==> src/rtl/uc_pkg.sv <==
// Shared types for the MUL/MULS microcode sequencer: micro-op codes, operand
// selectors, FSM states, trigger opcodes, ROM entry layout and selector resolution.
package uc_pkg;

  typedef enum logic [3:0] {
    UOP_NOP   = 4'd0,
    UOP_MOVI  = 4'd1,
    UOP_MOV   = 4'd2,
    UOP_ADDIF = 4'd3,
    UOP_SHL   = 4'd4,
    UOP_SHR   = 4'd5,
    UOP_ABS   = 4'd6,
    UOP_SGNX  = 4'd7,
    UOP_NEGIF = 4'd8
  } uop_op_e;

  typedef enum logic [2:0] {
    SEL_NONE = 3'd0,
    SEL_RD   = 3'd1,
    SEL_RN   = 3'd2,
    SEL_RM   = 3'd3,
    SEL_T0   = 3'd4,
    SEL_T1   = 3'd5,
    SEL_T2   = 3'd6,
    SEL_T3   = 3'd7
  } sel_e;

  typedef enum logic [1:0] {
    ST_IDLE = 2'd0,
    ST_RUN  = 2'd1,
    ST_DONE = 2'd2
  } state_e;

  localparam logic [6:0] OPC_MUL    = 7'b0010000;
  localparam logic [6:0] OPC_MULS   = 7'b0011000;
  localparam logic [3:0] ENTRY_MUL  = 4'd0;
  localparam logic [3:0] ENTRY_MULS = 4'd8;
  // Loop body is three micro-ops; loop_end sits on the third, so jump back by two.
  localparam logic [3:0] LOOP_BACK  = 4'd2;

  typedef struct packed {
    uop_op_e op;
    sel_e    rd_sel;
    sel_e    rn_sel;
    sel_e    rm_sel;
    logic    loop_end;
    logic    last;
  } rom_entry_t;

  // Bit 4 set marks a micro-temp T[1:0]; otherwise an architectural R[3:0].
  function automatic logic [4:0] resolve_sel(sel_e sel, logic [3:0] rd, logic [3:0] rn,
                                             logic [3:0] rm);
    logic [4:0] spec;
    case (sel)
      SEL_RD:  spec = {1'b0, rd};
      SEL_RN:  spec = {1'b0, rn};
      SEL_RM:  spec = {1'b0, rm};
      SEL_T0:  spec = 5'b10000;
      SEL_T1:  spec = 5'b10001;
      SEL_T2:  spec = 5'b10010;
      SEL_T3:  spec = 5'b10011;
      default: spec = 5'b00000;
    endcase
    return spec;
  endfunction

endpackage

==> src/rtl/uc_sequencer_if.sv <==
// Micro-op valid/ready channel from the sequencer (master) to the ID stage (slave).
interface uc_sequencer_if;
  logic             uop_valid;
  logic             uop_ready;
  uc_pkg::uop_op_e  uop_op;
  logic [4:0]       uop_rd;
  logic [4:0]       uop_rn;
  logic [4:0]       uop_rm;
  logic             uop_last;

  modport master (output uop_valid, uop_op, uop_rd, uop_rn, uop_rm, uop_last,
                  input  uop_ready);
  modport slave  (input  uop_valid, uop_op, uop_rd, uop_rn, uop_rm, uop_last,
                  output uop_ready);
endinterface

==> src/rtl/uc_rom.sv <==
// 16-entry combinational micro-ROM holding the MUL (entry 0) and MULS (entry 8)
// shift-add programs.
module uc_rom
  import uc_pkg::*;
(
  input  logic [3:0] addr,
  output rom_entry_t entry
);

  function automatic rom_entry_t ent(uop_op_e op, sel_e d, sel_e n, sel_e m,
                                     logic le, logic la);
    return '{op, d, n, m, le, la};
  endfunction

  always_comb begin
    entry = ent(UOP_NOP, SEL_NONE, SEL_NONE, SEL_NONE, 1'b0, 1'b0);
    case (addr)
      4'd0:    entry = ent(UOP_MOVI,  SEL_T1, SEL_NONE, SEL_NONE, 1'b0, 1'b0);
      4'd1:    entry = ent(UOP_MOV,   SEL_T2, SEL_RN,   SEL_NONE, 1'b0, 1'b0);
      4'd2:    entry = ent(UOP_MOV,   SEL_T3, SEL_RM,   SEL_NONE, 1'b0, 1'b0);
      4'd3:    entry = ent(UOP_ADDIF, SEL_T1, SEL_T1,   SEL_T2,   1'b0, 1'b0);
      4'd4:    entry = ent(UOP_SHL,   SEL_T2, SEL_T2,   SEL_NONE, 1'b0, 1'b0);
      4'd5:    entry = ent(UOP_SHR,   SEL_T3, SEL_T3,   SEL_NONE, 1'b1, 1'b0);
      4'd6:    entry = ent(UOP_MOV,   SEL_RD, SEL_T1,   SEL_NONE, 1'b0, 1'b1);
      4'd8:    entry = ent(UOP_MOVI,  SEL_T1, SEL_NONE, SEL_NONE, 1'b0, 1'b0);
      4'd9:    entry = ent(UOP_ABS,   SEL_T2, SEL_RN,   SEL_NONE, 1'b0, 1'b0);
      4'd10:   entry = ent(UOP_ABS,   SEL_T3, SEL_RM,   SEL_NONE, 1'b0, 1'b0);
      4'd11:   entry = ent(UOP_SGNX,  SEL_T0, SEL_RN,   SEL_RM,   1'b0, 1'b0);
      4'd12:   entry = ent(UOP_ADDIF, SEL_T1, SEL_T1,   SEL_T2,   1'b0, 1'b0);
      4'd13:   entry = ent(UOP_SHL,   SEL_T2, SEL_T2,   SEL_NONE, 1'b0, 1'b0);
      4'd14:   entry = ent(UOP_SHR,   SEL_T3, SEL_T3,   SEL_NONE, 1'b1, 1'b0);
      4'd15:   entry = ent(UOP_NEGIF, SEL_RD, SEL_T1,   SEL_T0,   1'b0, 1'b1);
      default: entry = ent(UOP_NOP,   SEL_NONE, SEL_NONE, SEL_NONE, 1'b0, 1'b0);
    endcase
  end

endmodule

==> src/rtl/uc_sequencer.sv <==
// Expands MUL/MULS held in IF/ID into a handshaked micro-op stream, stalling
// fetch until the macro instruction retires.
module uc_sequencer
  import uc_pkg::*;
#(
  parameter int unsigned LOOP_N = 32
) (
  input  logic        clk,
  input  logic        rst,
  input  logic [31:0] ifid_instr,
  input  logic        ifid_valid,
  input  logic        flush,
  output logic        hold_if,
  output logic        uc_active,
  output logic        seq_done,
  uc_sequencer_if.master uop
);

  localparam int unsigned CNT_W = (LOOP_N > 1) ? $clog2(LOOP_N) : 1;
  localparam logic [CNT_W-1:0] CNT_INIT = CNT_W'(LOOP_N - 1);

  state_e           state_q, state_d;
  logic [3:0]       upc_q, upc_d;
  logic [CNT_W-1:0] loop_cnt_q, loop_cnt_d;
  logic [3:0]       cap_rd_q, cap_rd_d, cap_rn_q, cap_rn_d, cap_rm_q, cap_rm_d;
  logic             uop_valid_q, uop_valid_d;
  uop_op_e          uop_op_q, uop_op_d;
  logic [4:0]       uop_rd_q, uop_rd_d, uop_rn_q, uop_rn_d, uop_rm_q, uop_rm_d;
  logic             uop_last_q, uop_last_d;
  logic             loop_end_q, loop_end_d;
  logic             seq_done_q, seq_done_d;

  logic             is_mul_s, is_muls_s, trigger_s, accept_s;
  rom_entry_t       entry_s;
  logic             unused_bits_s;

  assign is_mul_s      = (ifid_instr[31:25] == OPC_MUL);
  assign is_muls_s     = (ifid_instr[31:25] == OPC_MULS);
  assign trigger_s     = (state_q == ST_IDLE) && ifid_valid && (is_mul_s || is_muls_s)
                         && !flush && !rst;
  assign accept_s      = uop_valid_q && uop.uop_ready;
  assign unused_bits_s = ^ifid_instr[16:4];

  // The ROM is looked up at the next upc so that micro-op outputs come straight from flops.
  uc_rom u_rom (
    .addr  (upc_d),
    .entry (entry_s)
  );

  // Next-state, micro-PC, loop counter and operand capture.
  always_comb begin
    state_d    = state_q;
    upc_d      = upc_q;
    loop_cnt_d = loop_cnt_q;
    cap_rd_d   = cap_rd_q;
    cap_rn_d   = cap_rn_q;
    cap_rm_d   = cap_rm_q;
    if (flush) begin
      state_d    = ST_IDLE;
      upc_d      = 4'd0;
      loop_cnt_d = '0;
    end else begin
      case (state_q)
        ST_IDLE: begin
          if (trigger_s) begin
            state_d    = ST_RUN;
            upc_d      = is_muls_s ? ENTRY_MULS : ENTRY_MUL;
            loop_cnt_d = CNT_INIT;
            cap_rd_d   = ifid_instr[24:21];
            cap_rn_d   = ifid_instr[20:17];
            cap_rm_d   = ifid_instr[3:0];
          end else begin
            state_d = ST_IDLE;
          end
        end
        ST_RUN: begin
          if (!accept_s) begin
            state_d = ST_RUN;
          end else if (uop_last_q) begin
            state_d    = ST_DONE;
            upc_d      = 4'd0;
            loop_cnt_d = '0;
          end else if (loop_end_q && (loop_cnt_q != '0)) begin
            loop_cnt_d = loop_cnt_q - CNT_W'(1);
            upc_d      = upc_q - LOOP_BACK;
          end else begin
            upc_d = upc_q + 4'd1;
          end
        end
        ST_DONE: state_d = ST_IDLE;
        default: state_d = ST_IDLE;
      endcase
    end
  end

  // Next values of the registered micro-op and retire outputs.
  always_comb begin
    uop_valid_d = (state_d == ST_RUN);
    seq_done_d  = (state_d == ST_DONE);
    if (uop_valid_d) begin
      uop_op_d   = entry_s.op;
      uop_rd_d   = resolve_sel(entry_s.rd_sel, cap_rd_d, cap_rn_d, cap_rm_d);
      uop_rn_d   = resolve_sel(entry_s.rn_sel, cap_rd_d, cap_rn_d, cap_rm_d);
      uop_rm_d   = resolve_sel(entry_s.rm_sel, cap_rd_d, cap_rn_d, cap_rm_d);
      uop_last_d = entry_s.last;
      loop_end_d = entry_s.loop_end;
    end else begin
      uop_op_d   = UOP_NOP;
      uop_rd_d   = 5'd0;
      uop_rn_d   = 5'd0;
      uop_rm_d   = 5'd0;
      uop_last_d = 1'b0;
      loop_end_d = 1'b0;
    end
  end

  // All sequencer state with synchronous reset.
  always_ff @(posedge clk) begin
    if (rst) begin
      state_q     <= ST_IDLE;
      upc_q       <= 4'd0;
      loop_cnt_q  <= '0;
      cap_rd_q    <= 4'd0;
      cap_rn_q    <= 4'd0;
      cap_rm_q    <= 4'd0;
      uop_valid_q <= 1'b0;
      uop_op_q    <= UOP_NOP;
      uop_rd_q    <= 5'd0;
      uop_rn_q    <= 5'd0;
      uop_rm_q    <= 5'd0;
      uop_last_q  <= 1'b0;
      loop_end_q  <= 1'b0;
      seq_done_q  <= 1'b0;
    end else begin
      state_q     <= state_d;
      upc_q       <= upc_d;
      loop_cnt_q  <= loop_cnt_d;
      cap_rd_q    <= cap_rd_d;
      cap_rn_q    <= cap_rn_d;
      cap_rm_q    <= cap_rm_d;
      uop_valid_q <= uop_valid_d;
      uop_op_q    <= uop_op_d;
      uop_rd_q    <= uop_rd_d;
      uop_rn_q    <= uop_rn_d;
      uop_rm_q    <= uop_rm_d;
      uop_last_q  <= uop_last_d;
      loop_end_q  <= loop_end_d;
      seq_done_q  <= seq_done_d;
    end
  end

  // Fetch stalls in the trigger cycle itself, before the FSM leaves IDLE.
  assign hold_if       = trigger_s || (state_q == ST_RUN);
  assign uc_active     = trigger_s || (state_q == ST_RUN);
  assign seq_done      = seq_done_q;
  assign uop.uop_valid = uop_valid_q;
  assign uop.uop_op    = uop_op_q;
  assign uop.uop_rd    = uop_rd_q;
  assign uop.uop_rn    = uop_rn_q;
  assign uop.uop_rm    = uop_rm_q;
  assign uop.uop_last  = uop_last_q;

endmodule

==> src/flat_wrapper.sv <==
// flat-port wrapper written by rule: the top's interface ports become plain ports
module uc_sequencer_flat import uc_pkg::*;
#(
  parameter int unsigned LOOP_N = 32
)
  (clk, rst, ifid_instr, ifid_valid, flush, hold_if, uc_active, seq_done, uop_uop_valid, uop_uop_op, uop_uop_rd, uop_uop_rn, uop_uop_rm, uop_uop_last, uop_uop_ready);
  uc_sequencer_if uop_i ();
  input  logic clk;
  input  logic rst;
  input  logic [31:0] ifid_instr;
  input  logic ifid_valid;
  input  logic flush;
  output logic hold_if;
  output logic uc_active;
  output logic seq_done;
  output wire logic [$bits(uop_i.uop_valid)-1:0] uop_uop_valid;
  output wire logic [$bits(uop_i.uop_op)-1:0] uop_uop_op;
  output wire logic [$bits(uop_i.uop_rd)-1:0] uop_uop_rd;
  output wire logic [$bits(uop_i.uop_rn)-1:0] uop_uop_rn;
  output wire logic [$bits(uop_i.uop_rm)-1:0] uop_uop_rm;
  output wire logic [$bits(uop_i.uop_last)-1:0] uop_uop_last;
  input wire logic [$bits(uop_i.uop_ready)-1:0] uop_uop_ready;
  assign uop_uop_valid = uop_i.uop_valid;
  assign uop_uop_op = uop_i.uop_op;
  assign uop_uop_rd = uop_i.uop_rd;
  assign uop_uop_rn = uop_i.uop_rn;
  assign uop_uop_rm = uop_i.uop_rm;
  assign uop_uop_last = uop_i.uop_last;
  assign uop_i.uop_ready = uop_uop_ready;
  uc_sequencer #(.LOOP_N(LOOP_N)) u_core (.clk(clk), .rst(rst), .ifid_instr(ifid_instr), .ifid_valid(ifid_valid), .flush(flush), .hold_if(hold_if), .uc_active(uc_active), .seq_done(seq_done), .uop(uop_i));
endmodule
==> config.mk <==
export PLATFORM = sky130hd
export DESIGN_NAME = uc_sequencer_flat
export DESIGN_NICKNAME = d
export VERILOG_FILES = /design/src/rtl/uc_pkg.sv /design/src/rtl/uc_sequencer_if.sv /design/src/rtl/uc_rom.sv /design/src/rtl/uc_sequencer.sv /design/src/flat_wrapper.sv
export SDC_FILE = /design/constraint.sdc
export NUM_CORES = 1
export LEC_CHECK = 0
export CAP_MARGIN = 20
export CORE_UTILIZATION = 46
export DETAILED_ROUTE_END_ITERATION = 8
export GPL_TIMING_DRIVEN = 0
export PLACE_DENSITY = 0.76
export SETUP_SLACK_MARGIN = 0.3
export SYNTH_ARGS = -nofsm -noshare
export SYNTH_HDL_FRONTEND = slang
export SYNTH_HIERARCHICAL = 1
export SYNTH_SLANG_ARGS = --single-unit
==> constraint.sdc <==
create_clock -name clk -period 3.9 [get_ports clk]
set_clock_uncertainty 0.2 [all_clocks]
set_input_delay 0.78 -clock clk [delete_from_list [all_inputs] [get_ports clk]]
set_output_delay 0.78 -clock clk [all_outputs]
set_load 0.01 [all_outputs]
==> results of run 1 <==
## flip-flops by register name, summed over array words and instances (netlist names)
register              count
u_core/loop_cnt_q         5
u_core/uop.uop_rd         5
u_core/uop.uop_rm         5
u_core/uop.uop_rn         5
u_core/cap_rd_q           4
u_core/cap_rm_q           4
u_core/cap_rn_q           4
u_core/uop.uop_op         4
u_core/upc_q              4
u_core/state_q            2
u_core/loop_end_q         1
u_core/seq_done           1
u_core/uop.uop_last       1
u_core/uop.uop_valid      1
## critical path, cell delays in order, from the launching register on
cell,delay [ps]
dfxtp_2,340
inv_2,90
ha_4,130
or4b_4,470
buf_4,160
a41oi_2,260
mux2i_1,310
nand2_2,210
buf_6,200
a21oi_4,140
o21ai_2,70
clkbuf_8,150
nor2b_4,130
a221o_1,330
o221a_2,250
o21a_1,170
## metal layers
| metal | routed length [um] | vias up | share of wire, % |
|---|---|---|---|
| met3 | 359 | 20 | 4.3 |
| met5 | 0 | - | 0 |
| met4 | 200 | 0 | 2.4 |
| met1 | 3500 | 1370 | 42 |
| met2 | 4380 | 101 | 52 |
| li1 | - | 1350 | - |
## cell families (layout without fill, tap and decap cells)
logic type                 after synthesis  after routing  share of synthesized area [%]
adders and majority gates               12             12                           5.27
muxes                                   46             46                           16.6
and+or+nand+nor                        108            108                           21.4
buffers and inverters                   35            134                           6.32
DFF                                     46             46                           32.3
AOI/OAI and AO/OA                       75             75                           18.1
## layout by cell type (no fill, tap or decap), types with 3 or more instances in the layout
master and instances:
buf_12 3, a21oi_1 18, nand2_1 17, dfxtp_1 44, and3_1 5, ha_1 5, inv_2 5, buf_2 3
nand2b_1 4, nor3_1 8, inv_1 7, a22oi_1 5, and2_1 10, clkdlybuf4s50_1 37, o21ai_1 7, dlygate4sd2_1 5
nor2b_4 5, buf_4 45, clkbuf_2 4, ha_4 5, o21bai_1 3, nor2b_1 8, a32oi_1 5, buf_6 9
clkbuf_8 10, o21ai_0 8, mux2i_1 41, nor2_1 24
## through the flow
stage                     hold WS, ps  cell area (um^2)  setup TNS (ps)  utilization (%)
after detailed placement          314              3530           -5190             59.3
after floorplan                   275              2980               0                -
after CTS                         328              3980               0             66.8
after global routing              385              4200               0             70.6
final                             336              4200               0             70.6
after global placement            299              3530           -4680             59.3
## power groups by stage
| stage | combinational, mW | clock [mW] | sequential [mW] |
|---|---|---|---|
| 6_report | 0.0458 | 0.307 | 0.470 |
| 5_1_grt | 0.0487 | 0.334 | 0.470 |
| 4_1_cts | 0.0453 | 0.313 | 0.470 |
| 3_5_place_dp | 0.0473 | 0 | 0.481 |
| 3_3_place_gp | 0.0464 | 0 | 0.481 |
| 2_1_floorplan | 0.0156 | 0 | 0.481 |
## what timing repair did
| action | 4_1_cts | 5_1_grt |
|---|---|---|
| endpoints found under the hold margin | 0 | 0 |
| pin swaps | 19 | 25 |
| resized for setup | 44 | 35 |
| endpoints found under the setup margin | 14 | 11 |
| setup buffers | 28 | 15 |
| gates cloned | 1 | 1 |
## Yosys cell counts, types with 2 or more instances
cell type / number / area (um^2)
o21ai_0: 9 / 45.0
a32oi_1: 5 / 43.8
o211a_1: 2 / 20.0
o32ai_1: 2 / 17.5
nand3_1: 2 / 10.0
mux2i_1: 42 / 420
a22oi_1: 6 / 45.0
nor2_1: 27 / 101
o21bai_1: 3 / 22.5
a21o_1: 2 / 15.0
a21oi_1: 19 / 95.1
a221oi_1: 2 / 17.5
clkbuf_1: 7 / 26.3
and2_1: 11 / 68.8
buf_6: 3 / 33.8
nor2b_1: 14 / 87.6
and3_1: 5 / 31.3
nor3_1: 9 / 45.0
buf_2: 6 / 30.0
mux2_2: 2 / 22.5
dfxtp_1: 46 / 921
o21ai_1: 8 / 40.0
inv_1: 11 / 41.3
nand2_1: 20 / 75.1
inv_2: 2 / 7.51
buf_4: 5 / 37.5
a211oi_1: 2 / 15.0
mux2_4: 2 / 30.0
nand2b_1: 5 / 31.3
ha_1: 12 / 150
## final cells by class
| cell class | count | area, um^2 | area share [%] |
|---|---|---|---|
| well taps | 75 | 93.8 | 2.23 |
| multi-input cells | 241 | 2020 | 48.2 |
| inverters | 13 | 51.3 | 1.22 |
| repair buffers | 91 | 800 | 19.0 |
| plain buffers | 22 | 215 | 5.12 |
| clock inverters | 2 | 12.5 | 0.298 |
| clock buffers | 6 | 82.6 | 1.96 |
| flip-flops and latches | 46 | 923 | 22.0 |
## final timing paths
path	startpoint	cells past startpoint	to	slack, ps
worst max-delay path	u_core/loop_cnt_q[0]	15	u_core/uop.uop_rm[1]	190
worst min-delay path	u_core/loop_cnt_q[4]	2	u_core/loop_cnt_q[4]	340
worst max register to register	u_core/loop_cnt_q[0]	15	u_core/uop.uop_rm[1]	190
worst min register to register	u_core/loop_cnt_q[4]	2	u_core/loop_cnt_q[4]	340
==> run_results.csv, run 1 <==
group,metric,value,unit
drt,finalWirelength,8440,um
sta,setup_viol,0,
run,maxCapViolCount,0,
worst_setup_path,criticalPathCategory,"flop to flop",
pwr,power.density,196,nW/um^2
synthesis,ys_types,61,
worst_setup_path,worstSetupEndpointType,"flop",
worst_setup_path,start_kind,"flop",
drt,drc_errors,0,
final_layout,antenna_cells,0,
placement,place_congestion,0.898,
cts,worst_setup_hold_path_clk_slew,80,ps
cts,cts.sinks,46,
die,initial_core_util,47.9,%
worst_setup_path,crit_required,3910,ps
cts,clock_latency,310,ps
synthesis,postSynthAreaPerCell,8.85,um^2
die,die_area,6510,um^2
drt,wl_per_cell,17.0,um
sta,rsz0062_at_grt,"yes",
synthesis,yosysSeqAreaShare,32.3,%
global_route,grt_start_max_net_pins,15,
synthesis,synth-seq-cells,46,
global_route,grt.busiest_layer,"met2",
final_layout,area_delta_synth_final,47.5,%
global_route,grt_remaining_overflow,0,
global_route,grt_use_met3,4.09,%
pwr,total_power,0.822,mW
cts,cts_hold_buf,0,
placement,place_ws,-596,ps
cts,clockBufferDepth,2,
sta,hold_viol,0,
cts,cts_tree,"done",
global_route,grt_use_met1,29.8,%
cts,root_buffer,"clkbuf_8",
pwr,comb_power_share,5.6,%
placement,dp_hpwl,5130,um
worst_setup_path,crit_fanout,6,
synthesis,netlist_area,2850,um^2
pwr,pwr-share-clk,37.3,%
placement,io_buffers,46,
synthesis,synthFlopType,"dfxtp_1",
sta,drv_slew,0,
drt,drtIter0Drc,201,
cts,htreeDepth,2,
drt,dr.pass1.iters,5,
pwr,max-vdd-ir-drop,0.146,mV
final_layout,drive_gt1_share,32.1,%
die,core_area,5960,um^2
status,outcome,"finished clean",
sta,layout_setup_ws,194,ps
global_route,grt_antenna_before_repair,0,
synthesis,ys_async_sr_fraction,0,%
drt,via_count,2841,
global_route,met2_usage,44.9,%
placement,placed_cells,443,
global_route,track_usage,25.1,%
drt,ant_nets,0,
pwr,seqPwrFrac,57.1,%
sta,fmax,270,MHz
global_route,grt_pass1_vias,2579,
sta,fin_crit_sh,95.0,%
final_layout,fill_cells,426,
final_layout,final_nets,469,
pwr,p_int,0.637,mW
sta,slew_headroom,55.6,%
min_path,hp-class,"flop to flop",
global_route,grt_pass1_wl,12500,um
synthesis,syn_inst,322,
die,die_x,80.7,um
pwr,p_leak,1.81,nW
drt,vias_per_cell,5.73,
final_layout,layoutNonFillerInstCount,496,
worst_setup_path,cp.arrival,3710,ps
cts,numCtsBuffers,5,
die,num_io_pins,61,
die,rows,28,
synthesis,synth_nets,371,
pwr,switching_share,22.6,%
synthesis,ys.warnings.count,6,
sta,fin_crit,3710,ps
sta,worstMarginPinSlew,666,ps
pwr,p_switching,0.186,mW
synthesis,synth_enable_flop_cells,0,
die,die_h,80.7,um
No activity file was read; power rests on OpenSTA's default activity.
==> inputs of run 2 (changes only) <==
Settings changed: CORE_UTILIZATION 46 to 55, PLACE_DENSITY 0.76 to 0.85.
Clock period 3.9 ns to 4.65 ns, I/O delays scaled along.
==> run 2 against run 1 <==
Register-to-register slack better by 550 ps. Power is 11% lower. Flip-flop and latch count stayed put. Core utilization is 4.9 points higher. Critical path type is now input pin to flop. Critical endpoint is now u_core/uop.uop_rn[1].
==> run_results.csv, run 2 (same netlist as run 1, synthesis figures left out) <==
group,metric,value,unit
status,outcome,"finished clean",
cts,clock_latency,300,ps
sta,rsz0062_at_grt,"no",
cts,cts_tree,"done",
worst_setup_path,rr_startpoint,"u_core/loop_cnt_q[0]",
worst_setup_path,worstSetupEndpointType,"flop",
worst_setup_path,start_kind,"input pin",
final_layout,layoutNonFillerInstCount,452,
min_path,hp-class,"flop to flop",
die,die_area,5470,um^2
final_layout,final_core_util,75.4,%
pwr,max-vdd-ir-drop,0.121,mV
min_path,holdCritStartpoint,"u_core/loop_cnt_q[1]",
drt,wl_per_cell,15.9,um
sta,setup_tns,0,ps
sta,hold_viol,0,
placement,place_congestion,0.908,
cts,worst_setup_hold_path_clk_slew,90,ps
final_layout,antenna_cells,0,
sta,worstMarginPinSlew,617,ps
sta,fin_crit_sh,91.1,%
drt,ant_nets,0,
worst_setup_path,path_delay_family,"buffers and inverters",
min_path,whs_path_depth,2,
die,die_x,74.0,um
sta,drv_slew,0,
global_route,grt_pass1_vias,2347,
cts,cts.sinks,46,
worst_setup_path,crit_cells,17,
die,rows,25,
global_route,track_usage,26.7,%
run,maxCapViolCount,0,
pwr,p_leak,1.53,nW
die,initial_core_util,58.8,%
final_layout,ff_latch_area,921,um^2
drt,vias_per_cell,5.81,
cts,htreeDepth,2,
placement,post_dp_cell_area,3390,um^2
placement,io_buffers,46,
worst_setup_path,max_stage_delay,440,ps
worst_setup_path,path_cells,"clkdlybuf4s50_1 > nor4b_4 > nand4_4 > buf_12 > buf_6 > a31oi_4 > nor2_4 > inv_2 > ha_2 > and2_4 > o21ai_2 > o21ai_1 > clkbuf_4 > mux2i_1 > mux2i_1 > a32oi_1 > a21oi_1",
cts,root_buffer,"clkbuf_8",
final_layout,stdcell_area,3660,um^2
placement,placed_cells,435,
sta,fmax,236,MHz
cts,clockBufferDepth,2,
final_layout,final_nets,433,
final_layout,final_common_cell,"dfxtp_1",
worst_setup_path,r2r_slack,740,ps
worst_setup_path,cp.arrival,4270,ps
placement,dp_hpwl,5050,um
sta,setup_viol,0,
drt,via_count,2625,
die,core_area,4850,um^2
global_route,grt_remaining_overflow,0,
global_route,grt_pass1_wl,11000,um
worst_setup_path,crit_fanout,10,
sta,fin_crit,4240,ps
final_layout,most-common-layout-cells,"46 x dfxtp_1, 45 x clkdlybuf4s50_1, 42 x mux2i_1, 26 x nor2_1",
drt,dr.pass1.iters,5,
cts,numCtsBuffers,5,
worst_setup_path,path_buf_inv,5,
final_layout,area_delta_synth_final,28.3,%
drt,drtIter0Drc,157,
worst_setup_path,crit_required,4680,ps
pwr,power.density,199,nW/um^2
final_layout,fill_cells,372,
drt,finalWirelength,7170,um
drt,drc_errors,0,
die,die_h,74.0,um
global_route,grt_antenna_before_repair,0,
worst_setup_path,worst_path_most_repeated_cell,"mux2i_1",
die,num_io_pins,61,
worst_setup_path,criticalPathCategory,"input pin to flop",
sta,slew_headroom,58.9,%
worst_setup_path,rr_worst_depth,17,
worst_setup_path,r2r_end,"u_core/uop.uop_rn[1]",
global_route,grt_start_max_net_pins,15,
worst_setup_path,crit_slowest_cell,"clkdlybuf4s50_1",
final_layout,multiInputGateArea,1810,um^2
min_path,hold_end,"u_core/loop_cnt_q[1]",
final_layout,drive_gt1_share,17.1,%
==> run 2: changes by cell type in the layout (fill, tap and decap cells not counted), sizes merged <==
cell	previous run	this run
clkdlybuf4s50	37	45
clkbuf	16	12
bufinv	0	1
buf	61	25
dlygate4sd2	5	1
clkinv	1	0
==> run 2: timing repair <==
item                       4_1_cts  5_1_grt
pin swaps                        1        4
setup endpoints to repair       14       10
buffers inserted                 2        7
gates resized for setup         13       15
hold buffers                     0        0
gates cloned                     0        0
==> run 2: worst min-delay path: stages (launching register included) <==
cell and delay (ps):
dfxtp_1 330, inv_1 90, a211oi_1 80
==> run 2: metal layers <==
metal,wire length [um],GRT usage (%),up-vias
met4,93,9.40,0
met5,0,0,-
li1,-,-,1274
met3,388,5.15,8
met1,2970,31.6,1240
met2,3720,47.9,103
==> run 2: cell type report <==
cell class                      instances  share of cell area [%]
Multi-Input combinational cell        241                    49.6
Sequential cell                        46                    25.2
Timing Repair Buffer                   55                    14.4
Buffer                                 22                    4.21
Tap cell                               67                    2.29
Clock buffer                            6                    1.98
Inverter                               13                    1.33
Clock inverter                          2                    1.03
==> run 2: worst max-delay path by stage <==
stage	startpoint	endpoint
after floorplan	flush	u_core/uop.uop_rn[1]
after global placement	rst	u_core/uop.uop_rn[1]
after detailed placement	rst	u_core/uop.uop_rn[1]
after CTS	ifid_instr[27]	u_core/uop.uop_rd[2]
after global routing	ifid_instr[31]	u_core/uop.uop_rm[1]
final	ifid_instr[31]	u_core/uop.uop_rn[1]
==> run 2: where the power goes <==
group | leakage, nW | total [mW] | switching, mW | internal, mW
Clock | 0.0514 | 0.295 | 0.135 | 0.160
Sequential | 0.370 | 0.394 | 0.000198 | 0.394
Combinational | 1.11 | 0.0396 | 0.0171 | 0.0225
==> run 2: stage by stage <==
step	total power, mW	hold WS (ps)	setup slack (ps)
after floorplan	0.415	275	306
after global placement	0.441	298	-908
after detailed placement	0.442	327	-940
after CTS	0.734	340	303
after global routing	0.750	377	246
final	0.729	344	413
==> inputs of run 3 (changes only) <==
Settings changed: PLACE_DENSITY 0.85 to default, PLACE_DENSITY_LB_ADDON from default to 0.3, REMOVE_ABC_BUFFERS from default to 1.
==> run 3 against run 2 <==
Clock power is 15% lower. Design area decreased by 4.2%. Setup slack lost 37 ps. Register-to-register slack worse by 20 ps. Core utilization decreased by 3.2 points. Non-clock buffer count decreased by 24. Combinational power about the same. Largest cell class unchanged. Largest power group unchanged.
==> run_results.csv, run 3 (same netlist as run 1, synthesis figures left out) <==
group,metric,value,unit
sta,fmax,234,MHz
min_path,hp-class,"flop to flop",
drt,finalWirelength,7020,um
cts,clock_latency,300,ps
die,core_area,4850,um^2
die,die_h,74.0,um
global_route,grt_start_max_net_pins,23,
final_layout,ff_latch_area,921,um^2
placement,io_buffers,47,
placement,place_congestion,0.868,
worst_setup_path,path_cells,"clkdlybuf4s50_1 > nand2_1 > nor2_1 > o21ai_0 > a31oi_2 > nor2_2 > buf_4 > ha_1 > nor2b_2 > a21oi_1 > o21ai_4 > nor2b_1 > a221o_1 > o221a_2 > o21a_1",
final_layout,area_delta_synth_final,22.9,%
global_route,grt_pass1_vias,2401,
worst_setup_path,max_stage_delay,500,ps
placement,post_dp_cell_area,3280,um^2
final_layout,final_common_cell,"dfxtp_1",
worst_setup_path,start_kind,"input pin",
global_route,track_usage,26.3,%
final_layout,antenna_cells,0,
final_layout,stdcell_area,3500,um^2
drt,drtIter0Drc,206,
cts,numCtsBuffers,5,
status,outcome,"finished clean",
cts,cts_hold_buf,0,
die,num_io_pins,61,
final_layout,layoutNonFillerInstCount,429,
worst_setup_path,crit_slowest_cell,"clkdlybuf4s50_1",
drt,wl_per_cell,16.4,um
drt,dr.pass1.iters,4,
worst_setup_path,cp.arrival,4270,ps
die,initial_core_util,58.8,%
worst_setup_path,crit_fanout,8,
sta,slew_headroom,54.0,%
final_layout,most-common-layout-cells,"46 x dfxtp_1, 45 x clkdlybuf4s50_1, 42 x mux2i_1, 24 x nor2_1",
final_layout,final_nets,410,
placement,dp_hpwl,4610,um
global_route,grt_antenna_before_repair,0,
sta,hold_viol,0,
sta,fin_crit,4270,ps
sta,setup_viol,0,
pwr,power.density,196,nW/um^2
die,rows,25,
drt,drc_errors,0,
worst_setup_path,path_buf_inv,2,
die,die_area,5470,um^2
worst_setup_path,crit_required,4640,ps
cts,htreeDepth,2,
sta,drv_slew,0,
die,die_x,74.0,um
drt,via_count,2561,
global_route,grt_pass1_wl,11000,um
sta,fin_crit_sh,91.9,%
worst_setup_path,path_delay_family,"compound AO/OA/AOI/OAI gates",
cts,clockBufferDepth,2,
final_layout,fill_cells,370,
final_layout,final_core_util,72.3,%
worst_setup_path,criticalPathCategory,"input pin to flop",
sta,rsz0062_at_grt,"yes",
final_layout,multiInputGateArea,1860,um^2
sta,setup_tns,0,ps
worst_setup_path,worstSetupEndpointType,"flop",
sta,worstMarginPinSlew,688,ps
cts,cts_tree,"done",
pwr,p_leak,1.44,nW
cts,cts.sinks,46,
run,maxCapViolCount,0,
final_layout,drive_gt1_share,14.4,%
pwr,max-vdd-ir-drop,0.142,mV
cts,root_buffer,"clkbuf_8",
placement,placed_cells,415,
drt,ant_nets,0,
global_route,grt_remaining_overflow,0,
drt,vias_per_cell,5.97,
cts,worst_setup_hold_path_clk_slew,80,ps
run 3: cell count changes in the layout (fill, tap and decap cells not counted), sizes merged:
cell and change:
clkinv +1, clkbuf -3, buf -19, bufinv -1, nand4 +1, clkinvlp -1
dlygate4sd2 -1
run 3: final cells by class:
| type | instances | share of cell area, % |
|---|---|---|
| clock buffers | 7 | 2.46 |
| clock inverters | 1 | 0.143 |
| inverters | 13 | 1.39 |
| multi-input cells | 242 | 53.0 |
| flip-flops and latches | 46 | 26.3 |
| well taps | 67 | 2.39 |
| repair buffers | 53 | 14.4 |
run 3: repair_timing:
item                                    in CTS  in global routing
pin swaps                                    1                  3
gates cloned                                 1                  0
resized for setup                           13                 14
buffers inserted                             2                  3
endpoints found under the setup margin      18                 10
run 3: routing by layer:
metal,global-route usage (%),wire (um)
met5,0,0
met4,10.9,229
met3,4.34,312
met2,46.4,3520
met1,31.7,2960
run 3: metrics by stage:
step,hold WS [ps],setup WS [ps],power (mW)
after floorplan,275,212,0.413
after global placement,295,-1270,0.440
after detailed placement,301,-1250,0.441
after CTS,315,310,0.690
after global routing,340,192,0.711
final,312,375,0.685
run 3: where the power goes:
part	switching (mW)	total, mW	internal, mW
registers	0.000200	0.394	0.394
logic	0.0179	0.0399	0.0220
clock network	0.131	0.251	0.120
run 3: final timing paths:
| kind | slack, ps | depth (start not counted) | from | endpoint |
|---|---|---|---|---|
| worst min register to register | 310 | 2 | u_core/loop_cnt_q[1] | u_core/loop_cnt_q[1] |
| worst max-delay path | 380 | 15 | uop_uop_ready | u_core/uop.uop_rm[1] |
| worst min-delay path | 310 | 2 | u_core/loop_cnt_q[1] | u_core/loop_cnt_q[1] |
| worst max register to register | 720 | 16 | u_core/loop_cnt_q[0] | u_core/uop.uop_rm[1] |
run 3: worst register-to-register path: stages (launching register included):
cell and delay [ps]:
dfxtp_1 320, inv_1 100, ha_1 160, or4b_4 490, nand2_2 150, o21ai_0 130
a31oi_2 280, nor2_2 100, buf_4 150, ha_1 200, nor2b_2 170, a21oi_1 240
o21ai_4 140, nor2b_1 210, a221o_1 360, o221a_2 240, o21a_1 190
